### src/rtl/trace_request_responder.sv
// In-order request tracker between the trace repository and the data memory.
// Requests are issued, answered and retired strictly in acceptance order.
module trace_request_responder #(
  parameter int TRACE_ENTRIES   = 131072,
  parameter int DATA_ADDR_WIDTH = 32,
  parameter int TRACKER_DEPTH   = 4,
  localparam int IDX_W = $clog2(TRACE_ENTRIES),
  localparam int CNT_W = $clog2(TRACKER_DEPTH + 1),
  localparam int PTR_W = $clog2(TRACKER_DEPTH)
) (
  input  logic                       clk,
  input  logic                       rst_n,
  input  logic                       req_valid,
  output logic                       req_ready,
  input  logic [IDX_W-1:0]           req_trace_index,
  input  logic [DATA_ADDR_WIDTH-1:0] req_mem_addr,
  output logic                       mem_req,
  output logic [DATA_ADDR_WIDTH-1:0] mem_addr,
  input  logic                       mem_gnt,
  input  logic                       mem_rvalid,
  input  logic                       mem_hit,
  output logic                       ret_valid,
  input  logic                       ret_ready,
  output logic [IDX_W-1:0]           ret_trace_index,
  output logic [DATA_ADDR_WIDTH-1:0] ret_mem_addr,
  output logic                       ret_hit_miss,
  output logic [CNT_W-1:0]           outstanding,
  output logic                       err_unexpected
);

  logic [TRACKER_DEPTH-1:0] occ_q, occ_d;
  logic [TRACKER_DEPTH-1:0] prc_q, prc_d;
  logic [TRACKER_DEPTH-1:0] don_q, don_d;
  logic [TRACKER_DEPTH-1:0] hit_q, hit_d;
  logic [DATA_ADDR_WIDTH-1:0] addr_q [TRACKER_DEPTH];
  logic [DATA_ADDR_WIDTH-1:0] addr_d [TRACKER_DEPTH];
  logic [IDX_W-1:0] tidx_q [TRACKER_DEPTH];
  logic [IDX_W-1:0] tidx_d [TRACKER_DEPTH];

  logic [PTR_W-1:0] alloc_q, alloc_d;
  logic [PTR_W-1:0] issue_q, issue_d;
  logic [PTR_W-1:0] resp_q, resp_d;
  logic [PTR_W-1:0] retire_q, retire_d;

  logic                       mem_req_q, mem_req_d;
  logic [DATA_ADDR_WIDTH-1:0] mem_addr_q, mem_addr_d;
  logic                       ret_valid_q, ret_valid_d;
  logic [IDX_W-1:0]           ret_idx_q, ret_idx_d;
  logic [DATA_ADDR_WIDTH-1:0] ret_addr_q, ret_addr_d;
  logic                       ret_hit_q, ret_hit_d;
  logic [CNT_W-1:0]           cnt_q, cnt_d;
  logic                       err_q, err_d;

  logic acc;
  logic gnt;
  logic rsp;
  logic rsp_bad;
  logic ret;

  assign req_ready = !occ_q[alloc_q];
  assign acc       = req_valid && req_ready;
  assign gnt       = mem_req_q && mem_gnt;
  assign rsp       = mem_rvalid && prc_q[resp_q] && !don_q[resp_q];
  assign rsp_bad   = mem_rvalid && !rsp;
  assign ret       = ret_valid_q && ret_ready;

  // The four events touch disjoint slots, so their updates never collide.
  always_comb begin
    occ_d    = occ_q;
    prc_d    = prc_q;
    don_d    = don_q;
    hit_d    = hit_q;
    addr_d   = addr_q;
    tidx_d   = tidx_q;
    alloc_d  = alloc_q;
    issue_d  = issue_q;
    resp_d   = resp_q;
    retire_d = retire_q;

    if (acc) begin
      occ_d[alloc_q]  = 1'b1;
      prc_d[alloc_q]  = 1'b0;
      don_d[alloc_q]  = 1'b0;
      hit_d[alloc_q]  = 1'b0;
      addr_d[alloc_q] = req_mem_addr;
      tidx_d[alloc_q] = req_trace_index;
      alloc_d         = alloc_q + PTR_W'(1);
    end

    if (gnt) begin
      prc_d[issue_q] = 1'b1;
      issue_d        = issue_q + PTR_W'(1);
    end

    if (rsp) begin
      don_d[resp_q] = 1'b1;
      hit_d[resp_q] = mem_hit;
      resp_d        = resp_q + PTR_W'(1);
    end

    if (ret) begin
      occ_d[retire_q] = 1'b0;
      prc_d[retire_q] = 1'b0;
      don_d[retire_q] = 1'b0;
      retire_d        = retire_q + PTR_W'(1);
    end
  end

  // Outputs are registered views of the next slot state.
  always_comb begin
    cnt_d       = cnt_q + CNT_W'(acc) - CNT_W'(ret);
    err_d       = err_q | rsp_bad;
    mem_req_d   = occ_d[issue_d] && !prc_d[issue_d];
    mem_addr_d  = mem_req_d ? addr_d[issue_d] : '0;
    ret_valid_d = don_d[retire_d];
    ret_idx_d   = ret_valid_d ? tidx_d[retire_d] : '0;
    ret_addr_d  = ret_valid_d ? addr_d[retire_d] : '0;
    ret_hit_d   = ret_valid_d && hit_d[retire_d];
  end

  always_ff @(posedge clk or negedge rst_n) begin
    if (!rst_n) begin
      occ_q       <= '0;
      prc_q       <= '0;
      don_q       <= '0;
      hit_q       <= '0;
      for (int i = 0; i < TRACKER_DEPTH; i++) begin
        addr_q[i] <= '0;
        tidx_q[i] <= '0;
      end
      alloc_q     <= '0;
      issue_q     <= '0;
      resp_q      <= '0;
      retire_q    <= '0;
      mem_req_q   <= 1'b0;
      mem_addr_q  <= '0;
      ret_valid_q <= 1'b0;
      ret_idx_q   <= '0;
      ret_addr_q  <= '0;
      ret_hit_q   <= 1'b0;
      cnt_q       <= '0;
      err_q       <= 1'b0;
    end else begin
      occ_q       <= occ_d;
      prc_q       <= prc_d;
      don_q       <= don_d;
      hit_q       <= hit_d;
      addr_q      <= addr_d;
      tidx_q      <= tidx_d;
      alloc_q     <= alloc_d;
      issue_q     <= issue_d;
      resp_q      <= resp_d;
      retire_q    <= retire_d;
      mem_req_q   <= mem_req_d;
      mem_addr_q  <= mem_addr_d;
      ret_valid_q <= ret_valid_d;
      ret_idx_q   <= ret_idx_d;
      ret_addr_q  <= ret_addr_d;
      ret_hit_q   <= ret_hit_d;
      cnt_q       <= cnt_d;
      err_q       <= err_d;
    end
  end

  assign mem_req         = mem_req_q;
  assign mem_addr        = mem_addr_q;
  assign ret_valid       = ret_valid_q;
  assign ret_trace_index = ret_idx_q;
  assign ret_mem_addr    = ret_addr_q;
  assign ret_hit_miss    = ret_hit_q;
  assign outstanding     = cnt_q;
  assign err_unexpected  = err_q;

endmodule
### config.mk
export PLATFORM = sky130hd
export DESIGN_NAME = trace_request_responder
export DESIGN_NICKNAME = d
export VERILOG_FILES = /design/src/rtl/trace_request_responder.sv
export SDC_FILE = /design/constraint.sdc
export NUM_CORES = 1
export LEC_CHECK = 0
export ABC_AREA = 1
export CELL_PAD_IN_SITES_DETAIL_PLACEMENT = 1
export CELL_PAD_IN_SITES_GLOBAL_PLACEMENT = 1
export CORE_UTILIZATION = 40
export DETAILED_ROUTE_END_ITERATION = 6
export PLACE_DENSITY_LB_ADDON = 0.08
export SYNTH_ARGS = -nofsm -noshare
export SYNTH_HDL_FRONTEND = slang
export SYNTH_SLANG_ARGS = --single-unit
### constraint.sdc
create_clock -name clk -period 3.24 [get_ports clk]
set_input_delay 0.486 -clock clk [delete_from_list [all_inputs] [get_ports clk]]
set_output_delay 0.486 -clock clk [all_outputs]
set_load 0.02 [all_outputs]
==> impl_results.md, run 1 <==
- Status: finished, final reports clean
- NetSw: 10900 µW
- Clock Tree Root: clkbuf_16
- Number of global-route vias before repair: ~14000
- Hold Buf Count CTS: 1
- Yosys top cell area share: between 40% and 50%
- Largest family of logic cells by synthesized area: simple AND/OR/NAND/NOR gates
- Max Fclk: roughly 0.38 GHz
- Gate power share: a little under three fifths
- Post-Synth Adder-Cell Area: under 10%
- Final period util: between 80% and 90%
- Compound-cell area share of the yosys netlist: about a tenth
- Pwr dens: 1260 nW/µm²
- Worst Hold Class: flop to flop
- DRC violations left: 0
- Wirelength, routed: approximately 46 mm
- Sequential power share: about 27%
- # rows: 71
- Multiplexer area fraction after synthesis: 0%
- Final hold violations: 0
- Latest clock arrival within the worst-skew pair: approximately 0.55 ns
- Num CTS Buffers: 37
- CP max FO: 36
- Ys flop type: dfrtp_1
- Static leakage: 0.00979 µW
- Critical setup path kind: flop to flop
- Clock Skew: roughly 0.02 ns
- CP Capture Type: flop
- Syn Nets: 2097
- Core footprint: approximately 38000 µm²
- CP startpoint kind: flop
- Synth cell count leaders: 587 x nand2_1, 326 x inv_1, 308 x dfrtp_1
- XOR/XNOR Fraction of Synth Area: 0.339%
- Number of synthesized flops with an enable pin: 0
- Peak supply drop: approximately 1100 µV
- FFs w/ async S/R, synth: between 90% and 100%
- Die area: roughly 40000 µm²
- Setup TNS: 0 ns
- Drt pass-1 iters: 4
- GPL Wtd Cong: around 0.76
- Min Tclk post-route: 2.61 ns
- Largest net degree at the start of global routing: between 90 and 100
- Simple-Gate Fraction of Synth Area: a little under a quarter
- Clock power frac: between 10% and 20%
- Maxcap violations: 0
- IO Count: about 150
- Switch share: between 40% and 50%
- CTS tree: built
- Post-route ant nets: 0
- Setup-failing EPs final: 0
- First-pass GRT wire length: 74.9 mm
- Clk buf depth: 3
- HP Start: err_unexpected
- Crit path from: retire_q[0]
- Required @ worst endpoint: 3.67 ns
- PortBufs: 144
- Global route total overflow: 0
- Largest area contributor in the netlist: dfrtp_1
- Die width: just under 200 µm
- Synth top area cells: dfrtp_1 50%, nand2_1 14%, inv_1 7.9%
- Int Power: ~12000 µW
- DP Wirelength: between 20 and 30 mm
- FF-to-FF End: ret_mem_addr[0]
- CTS sink cnt: around 310
- Initial core utilization: about two fifths
- Clock Pin Slew Worst Setup and Hold Paths: approximately 0.06 ns
- H-Tree Depth: 2
- Post-synthesis cell type count: 33
- Nets: between 2000 and 2500
- Die Ht: 199 µm
- Fill cells: 4707
- Hold slack: between 0.4 and 0.5 ns
- Final Max Tran Viols: 0
- First DRT Iteration DRCs: 634
- Yosys warns: 0
- Antenna violations before repair: 4
- Worst reg2reg path depth: 8
- Worst r2r src: retire_q[0]
- Critical Path AT: 3.03 ns
- Via count: roughly 13000
- Via density: around 4.9
- Post-CTS setup buffer count: 0
- Worst slew margin: 52.3%
- CP Capture Point: ret_mem_addr[0]
- Mapped Cells: approximately 2000
- Synthesis-stage register bit count: approximately 300
- Layout cell share with drive strength beyond 1: under 10%
- Syn_area_per_cell: between 7 and 8 µm²
- Slew @ Worst Pin: 0.716 ns
- Synth-to-Final Area Change: 19.6%
- Mapped Area: between 15000 and 20000 µm²
- Tot GR Track Use: approximately a quarter
- Sequential area share after synthesis: 49.8%
- Average wire per standard cell: approximately 17 µm
- R2r setup slk: between 0.6 and 0.7 ns
- Final Power: around 23000 µW
- Top-count cell post-synth: nand2_1
- RSZ-0062 raised after global routing: no
- Cts repair resizes: 0
layout make-up:
class	count	area [µm²]	area share [%]
diodes	2	5.00	0.0270
clock buffers	55	1080	5.81
clock inverters	7	38.8	0.210
inverters	429	1610	8.71
multi-input cells	1175	5620	30.3
flip-flops and latches	308	7710	41.6
well taps	511	639	3.45
repair buffers	170	1820	9.83
sequential cells by signal, summed over array words and instances, names as in the netlist, 3 cells and up:
register	count
hit_q	4
mem_addr	32
ret_trace_index	17
prc_q	4
outstanding	3
don_q	4
occ_q	4
ret_mem_addr	32
addr_q	128
tidx_q	68
logic make-up after synthesis:
kind of cell	count (synthesis)
compound gates	273
xor+xnor	6
fa+ha+maj	19
buf+inv	539
flops	308
simple gates	877
per-stage QoR:
step / area (µm²) / utilization, % / std cells / setup slack [ns]
floorplan: 15500 / - / 2022 / 1.16
global placement: 17400 / 45.9 / 2592 / 0.437
detailed placement: 17400 / 45.9 / 2592 / 0.388
CTS: 18500 / 48.9 / 2655 / 0.523
global route: 18500 / 48.9 / 2655 / 0.426
finish: 18500 / 48.9 / 2657 / 0.633
power by group through the flow:
stage	Clock, µW	Sequential, µW	Combinational (µW)
after detailed placement	0	6310	13300
final	3920	6230	13100
after global placement	0	6260	12900
after global routing	4170	6400	14900
after CTS	4050	6260	13400
after floorplan	0	6660	8600
worst min-delay path by stage:
stage | endpoint | slack (ns) | depth (start not counted)
floorplan | addr_q[0] | 0.19 | 0
finish | err_unexpected | 0.49 | 1
global route | err_unexpected | 0.54 | 1
CTS | err_unexpected | 0.49 | 1
global placement | err_unexpected | 0.47 | 1
detailed placement | err_unexpected | 0.47 | 1
cells in the final DEF, fill, tap and decap left out, types with 38 or more instances in the layout:
cell type,count
nor2_1,57
clkdlybuf4s50_1,143
inv_2,67
o21ai_1,142
dfrtp_1,308
o211ai_1,64
nand3_1,184
o21ai_0,55
inv_1,323
clkinv_1,38
nand2_1,587
clkbuf_16,39
per-layer routing:
layer / vias up / GRT usage (%) / part of all wire [%]
met5: - / 0 / 0.048
met4: 4 / 5.44 / 1.5
met3: 56 / 4.39 / 4.1
met2: 185 / 41.9 / 48
met1: 6393 / 31.9 / 46
li1: 6376 / - / -
critical path: stages (launching register included):
cell,delay (ns)
dfrtp_1,0.53
inv_1,0.13
ha_1,0.29
inv_1,0.06
o21ai_4,0.54
buf_4,0.62
nand3_1,0.17
nand2_1,0.09
nor2_1,0.05
Note: power is estimated with default switching activity, not from simulation.
==> run 2, diff against run 1 <==
--- a/config.mk
+++ b/config.mk
@@ -8,7 +8,7 @@
 export ABC_AREA = 1
 export CELL_PAD_IN_SITES_DETAIL_PLACEMENT = 1
 export CELL_PAD_IN_SITES_GLOBAL_PLACEMENT = 1
-export CORE_UTILIZATION = 40
+export CORE_UTILIZATION = 39
 export DETAILED_ROUTE_END_ITERATION = 6
 export PLACE_DENSITY_LB_ADDON = 0.08
 export SYNTH_ARGS = -nofsm -noshare
==> constraint.sdc (replaced) <==
create_clock -name clk -period 2.36 [get_ports clk]
set_input_delay 0.354 -clock clk [delete_from_list [all_inputs] [get_ports clk]]
set_output_delay 0.354 -clock clk [all_outputs]
set_load 0.02 [all_outputs]
==> impl_results.md, run 2 (synthesis gave the netlist of run 1 again) <==
- Clk buf depth: 3 (unchanged)
- CP startpoint kind: flop (unchanged)
- First DRT Iteration DRCs: 552 (was 634)
- Register area: 7710 µm² (unchanged)
- Commonest non-fill, non-tap cell in the layout: nand2_1 (unchanged)
- Largest regs: addr_q (128), tidx_q (68) (unchanged)
- Peak supply drop: 1150 µV (was 1080 µV)
- Initial core utilization: 39.8% (was 40.9%)
- DRC violations left: 0 (unchanged)
- Final Max Tran Viols: 0 (unchanged)
- Static leakage: 0.0102 µW (was 0.00979 µW)
- Setup TNS: 0 ns (unchanged)
- Sequential power share: 25.4% (was 26.8%)
- Slew @ Worst Pin: 0.479 ns (was 0.716 ns)
- Nets: 2249 (was 2196)
- Via count: 13300 (was 13000)
- CP max FO: 6 (was 36)
- Layout cell share with drive strength beyond 1: 11.1% (was 8.77%)
- Average wire per standard cell: 17.1 µm (was 17.2 µm)
- Setup-failing EPs final: 0 (unchanged)
- First-pass GRT wire length: 76.8 mm (was 74.9 mm)
- CTS tree: built (unchanged)
- Antenna violations before repair: 3 (was 4)
- # rows: 72 (was 71)
- CP Capture Type: flop (unchanged)
- PortBufs: 144 (unchanged)
- Switch share: 45.6% (was 47.0%)
- Via density: 4.88 (was 4.90)
- Clock Skew: 0.0142 ns (was 0.0196 ns)
- Max Fclk: 0.467 GHz (was 0.384 GHz)
- Worst r2r src: alloc_q[1] (was retire_q[0])
- Final hold violations: 0 (unchanged)
- Die area: 40500 µm² (was 39500 µm²)
- Number of global-route vias before repair: 14300 (was 13900)
- GPL Wtd Cong: 0.827 (was 0.757)
- Worst reg2reg path depth: 9 (was 8)
- Worst Hold Class: input port to asynchronous set/reset pin (was flop to flop)
- Post-route ant nets: 0 (unchanged)
- Die width: 201 µm (was 199 µm)
- Critical setup path kind: flop to flop (unchanged)
- Status: finished, final reports clean (unchanged)
- Int Power: 18300 µW (was 12300 µW)
- Min Tclk post-route: 2.14 ns (was 2.61 ns)
- Largest net degree at the start of global routing: 72 (was 99)
- Global route total overflow: 0 (unchanged)
- R2r setup slk: 0.22 ns (was 0.63 ns)
- Num CTS Buffers: 36 (was 37)
- Gate power share: 58.6% (was 56.4%)
- Pwr dens: 1750 nW/µm² (was 1260 nW/µm²)
- FF-to-FF End: outstanding[2] (was ret_mem_addr[0])
- Placed cell count: 2653 (was 2592)
- Maxcap violations: 0 (unchanged)
- Hold slack: 0.321 ns (was 0.489 ns)
- IO Count: 145 (unchanged)
- NetSw: 15400 µW (was 10900 µW)
- H-Tree Depth: 2 (unchanged)
- Top reg by flops: addr_q (unchanged)
- Latest clock arrival within the worst-skew pair: 0.53 ns (was 0.55 ns)
- Synth-to-Final Area Change: 23.8% (was 19.6%)
- Drt pass-1 iters: 6 (was 4)
- Post-layout util: 49.3% (was 48.9%)
- Required @ worst endpoint: 2.76 ns (was 3.67 ns)
- Clock Tree Root: clkbuf_16 (unchanged)
- Multi-input logic area: 5620 µm² (unchanged)
- Worst slew margin: 68.1% (was 52.3%)
- Final period util: 90.7% (was 80.5%)
- CTS sink cnt: 308 (unchanged)
- Tot GR Track Use: 23.8% (was 24.4%)
- Max FFs per register: 128 (unchanged)
- Finished Layout Cells: 2717 (was 2657)
- Wirelength, routed: 46.4 mm (was 45.8 mm)
- RSZ-0062 raised after global routing: no (unchanged)
- Die Ht: 201 µm (was 199 µm)
- DP Wirelength: 30.5 mm (was 26.7 mm)
- Core footprint: 38900 µm² (was 37800 µm²)
- Most frequent cells in the layout: 587 x nand2_1, 323 x inv_1, 308 x dfrtp_1 (unchanged)
- Clock power frac: 16.1% (was 16.8%)
- Fill cells: 4772 (was 4707)
- Critical Path AT: 2.55 ns (was 3.03 ns)
- Clock Pin Slew Worst Setup and Hold Paths: 0.06 ns (about the same)
==> run 2: cell types whose count changed in the layout (fill, tap and decap cells not counted) <==
cell             change
clkdlybuf4s50_1      -1
clkbuf_16            -2
dlygate4sd2_1        +1
inv_4                +1
clkbuf_1             -2
buf_12              +19
clkbuf_8             +3
buf_4               +35
clkinv_2             -3
bufinv_16            +1
inv_6                +1
==> run 2: critical path, cell delays in order, from the launching register on <==
cell     delay [ns]
dfrtp_1        0.43
inv_1          0.16
nand3_2        0.11
nand2_4        0.16
nand2_1        0.09
ha_1           0.28
inv_1          0.04
ha_1           0.18
fa_1           0.41
xor2_1         0.17
==> run 2: metal layers <==
metal	vias up	track usage, %	wire length (µm)
met1	6522	31.5	21900
met2	200	40.7	22100
met5	-	0	11
met3	60	3.47	1580
li1	6475	-	-
met4	2	6.22	835
==> run 2: how the worst max path moves through the flow <==
| stage | start | end | slack [ns] | cells past startpoint |
|---|---|---|---|---|
| after CTS | alloc_q[1] | outstanding[2] | 0.19 | 9 |
| after floorplan | alloc_q[1] | outstanding[2] | 0.28 | 9 |
| after global placement | ret_ready | outstanding[2] | 0.03 | 8 |
| after global routing | alloc_q[0] | mem_addr[21] | 0.06 | 11 |
| final | alloc_q[1] | outstanding[2] | 0.22 | 9 |
| after detailed placement | ret_ready | ret_mem_addr[22] | -0.03 | 10 |
==> run 2: what timing repair did <==
action / CTS / global route
setup buffers: 0 / 0
endpoints found under the setup margin: 1 / 0
hold endpoints to repair: 35 / 0
resized for setup: 1 / 0
hold buffers: 1 / 0
==> run 2: cell type report <==
type	instances	share of cell area (%)
sequential	308	40.2
multi-input combinational	1175	29.3
timing repair buffer	224	12.8
inverter	429	8.41
clock buffer	54	5.53
tap	518	3.38
clock inverter	7	0.352
antenna	2	0.0261
==> run 2: power groups by stage <==
stage               combinational, µW  sequential [µW]  clock [µW]
global route                    22100             8760        5780
finish                          19700             8540        5410
global placement                19300             8560           0
detailed placement              19800             8640           0
floorplan                       11800             9140           0
CTS                             20000             8560        5590
==> run 2: per-stage QoR <==
| stage | total power (µW) | setup WS [ns] | instance area, µm² |
|---|---|---|---|
| global route | 36700 | 0.0588 | 19200 |
| finish | 33700 | 0.218 | 19200 |
| floorplan | 21000 | 0.280 | 15500 |
| detailed placement | 28500 | -0.0279 | 18000 |
| CTS | 34200 | 0.190 | 19200 |
| global placement | 27800 | 0.0310 | 18000 |
==> run 3, diff against run 2 <==
--- a/config.mk
+++ b/config.mk
@@ -8,9 +8,11 @@
 export ABC_AREA = 1
 export CELL_PAD_IN_SITES_DETAIL_PLACEMENT = 1
 export CELL_PAD_IN_SITES_GLOBAL_PLACEMENT = 1
-export CORE_UTILIZATION = 39
+export CORE_UTILIZATION = 40
+export CTS_CLUSTER_SIZE = 8
 export DETAILED_ROUTE_END_ITERATION = 6
-export PLACE_DENSITY_LB_ADDON = 0.08
+export DONT_BUFFER_PORTS = 1
+export PLACE_DENSITY = 0.77
 export SYNTH_ARGS = -nofsm -noshare
 export SYNTH_HDL_FRONTEND = slang
 export SYNTH_SLANG_ARGS = --single-unit
==> impl_results.md, run 3 (synthesis gave the netlist of run 1 again) <==
- R2r setup slk: 0.16 ns (was 0.22 ns)
- Core footprint: 37800 µm² (was 38900 µm²)
- First DRT Iteration DRCs: 589 (was 552)
- Max FFs per register: 128 (unchanged)
- Slew @ Worst Pin: 0.641 ns (was 0.479 ns)
- Antenna violations before repair: 1 (was 3)
- DP Wirelength: 27.4 mm (was 30.5 mm)
- Worst slew margin: 57.3% (was 68.1%)
- FF-to-FF End: outstanding[2] (unchanged)
- Clock Tree Root: clkbuf_16 (unchanged)
- Via density: 5.10 (was 4.88)
- Initial core utilization: 40.9% (was 39.8%)
- Hold Buf Count CTS: 49 (was 1)
- Setup TNS: 0 ns (unchanged)
- Pwr dens: 1780 nW/µm² (was 1750 nW/µm²)
- Critical Path AT: 2.63 ns (was 2.55 ns)
- Average wire per standard cell: 18.2 µm (was 17.1 µm)
- Die width: 199 µm (was 201 µm)
- Clock Skew: 0.0263 ns (was 0.0142 ns)
- Commonest non-fill, non-tap cell in the layout: nand2_1 (unchanged)
- Layout cell share with drive strength beyond 1: 10.1% (was 11.1%)
- Num CTS Buffers: 44 (was 36)
- Clock Pin Slew Worst Setup and Hold Paths: 0.05 ns (was 0.06 ns)
- Final period util: 93.3% (was 90.7%)
- Post-route ant nets: 0 (unchanged)
- IO Count: 145 (unchanged)
- Static leakage: 0.00956 µW (was 0.0102 µW)
- Via count: 13100 (was 13300)
- Worst r2r src: alloc_q[0] (was alloc_q[1])
- CP Capture Type: flop (unchanged)
- Wirelength, routed: 46.7 mm (was 46.4 mm)
- # rows: 71 (was 72)
- CP max FO: 7 (was 6)
- Critical setup path kind: flop to flop (unchanged)
- CTS tree: built (unchanged)
- Number of global-route vias before repair: 14100 (was 14300)
- Worst Hold Class: input port to asynchronous set/reset pin (unchanged)
- Die area: 39500 µm² (was 40500 µm²)
- Fill cells: 4637 (was 4772)
- Peak supply drop: 1000 µV (was 1150 µV)
- Post-layout util: 47.0% (was 49.3%)
- CP startpoint kind: flop (unchanged)
- Final Max Tran Viols: 0 (unchanged)
- Largest regs: addr_q (128), tidx_q (68) (unchanged)
- Hold slack: -0.519 ns (was 0.321 ns)
- H-Tree Depth: 2 (unchanged)
- Latest clock arrival within the worst-skew pair: 0.58 ns (was 0.53 ns)
- Setup-failing EPs final: 0 (unchanged)
- Post-CTS setup buffer count: 0 (unchanged)
- Final hold violations: 309 (was 0)
- Nets: 2126 (was 2249)
- Synth-to-Final Area Change: 14.9% (was 23.8%)
- Top reg by flops: addr_q (unchanged)
- Drt pass-1 iters: 5 (was 6)
- DRC violations left: 0 (unchanged)
- Maxcap violations: 0 (unchanged)
- GPL Wtd Cong: 0.774 (was 0.827)
- Max Fclk: 0.454 GHz (was 0.467 GHz)
- Tot GR Track Use: 24.7% (was 23.8%)
- Clk buf depth: 3 (unchanged)
- Most frequent cells in the layout: 586 x nand2_1, 322 x inv_1, 307 x dfrtp_1 (was 587 x nand2_1, 323 x inv_1, 308 x dfrtp_1)
- First-pass GRT wire length: 76.5 mm (was 76.8 mm)
- CTS sink cnt: 308 (unchanged)
- Required @ worst endpoint: 2.79 ns (was 2.76 ns)
- Worst reg2reg path depth: 10 (was 9)
- Min Tclk post-route: 2.20 ns (was 2.14 ns)
- Status: finished with violations (was finished, final reports clean)
- PortBufs: 0 (was 144)
- RSZ-0062 raised after global routing: no (unchanged)
- Die Ht: 199 µm (was 201 µm)
- Global route total overflow: 0 (unchanged)
- Violated checks: hold timing
- Largest net degree at the start of global routing: 309 (was 72)
-- run 3: changes by cell type in the layout (fill, tap and decap cells not counted), moves of 6 or more --
cell             change
clkbuf_1             -6
clkbuf_16            +7
clkbuf_8             -7
clkdlybuf4s50_1    -142
buf_4               -20
dlygate4sd3_1       +48
buf_12              -16
-- run 3: what timing repair did --
action                                  4_1_cts  5_1_grt
endpoints found under the hold margin       503      308
endpoints found under the setup margin        0        8
gates resized for setup                       0        5
-- run 3: critical path, cell delays in order, from the launching register on --
cell and delay [ns]:
dfrtp_2 0.42, inv_2 0.09, nand2_1 0.08, nand3_2 0.13
nand2_8 0.17, nand2_2 0.10, ha_1 0.28, inv_1 0.04
ha_1 0.19, fa_1 0.41, xor2_1 0.17
-- run 3: layout make-up --
class	instances	area (µm²)	area share (%)
clock buffers	48	1120	6.27
well taps	511	639	3.59
flip-flops and latches	308	7710	43.3
multi-input cells	1176	5640	31.7
inverters	429	1610	9.06
clock inverters	3	48.8	0.274
repair buffers	92	1030	5.77
diodes	1	2.50	0.0141
-- run 3: how the worst max path moves through the flow --
stage	start	endpoint
finish	alloc_q[0]	outstanding[2]
global route	alloc_q[0]	ret_mem_addr[2]
CTS	alloc_q[0]	outstanding[2]
detailed placement	alloc_q[0]	outstanding[2]
global placement	alloc_q[1]	outstanding[2]
floorplan	alloc_q[1]	outstanding[2]
-- run 3: routing by layer --
layer  GRT usage (%)  routed length [µm]
met5               0                   0
met4            6.58                 805
met3            5.07                2060
met2            42.5               23200
met1            31.4               20600
-- run 3: metrics by stage --
stage               hold WS, ns  instances  area [µm²]  setup slack (ns)  power [µW]
global placement         0.0667       2466       16100             0.206       25300
finish                   -0.519       2568       17800             0.157       31700
floorplan                0.0584       2022       15500             0.280       21000
detailed placement       0.0696       2466       16100            0.0756       26100
CTS                      -0.537       2566       17800            0.0633       32000
global route             -0.542       2568       17800            0.0194       34600
-- run 3: report_power, final --
part           internal [µW]  leakage, µW  switching, µW
Clock                   3310     0.000568           2320
Sequential              7720      0.00346           1650
Combinational           5510      0.00553          11300
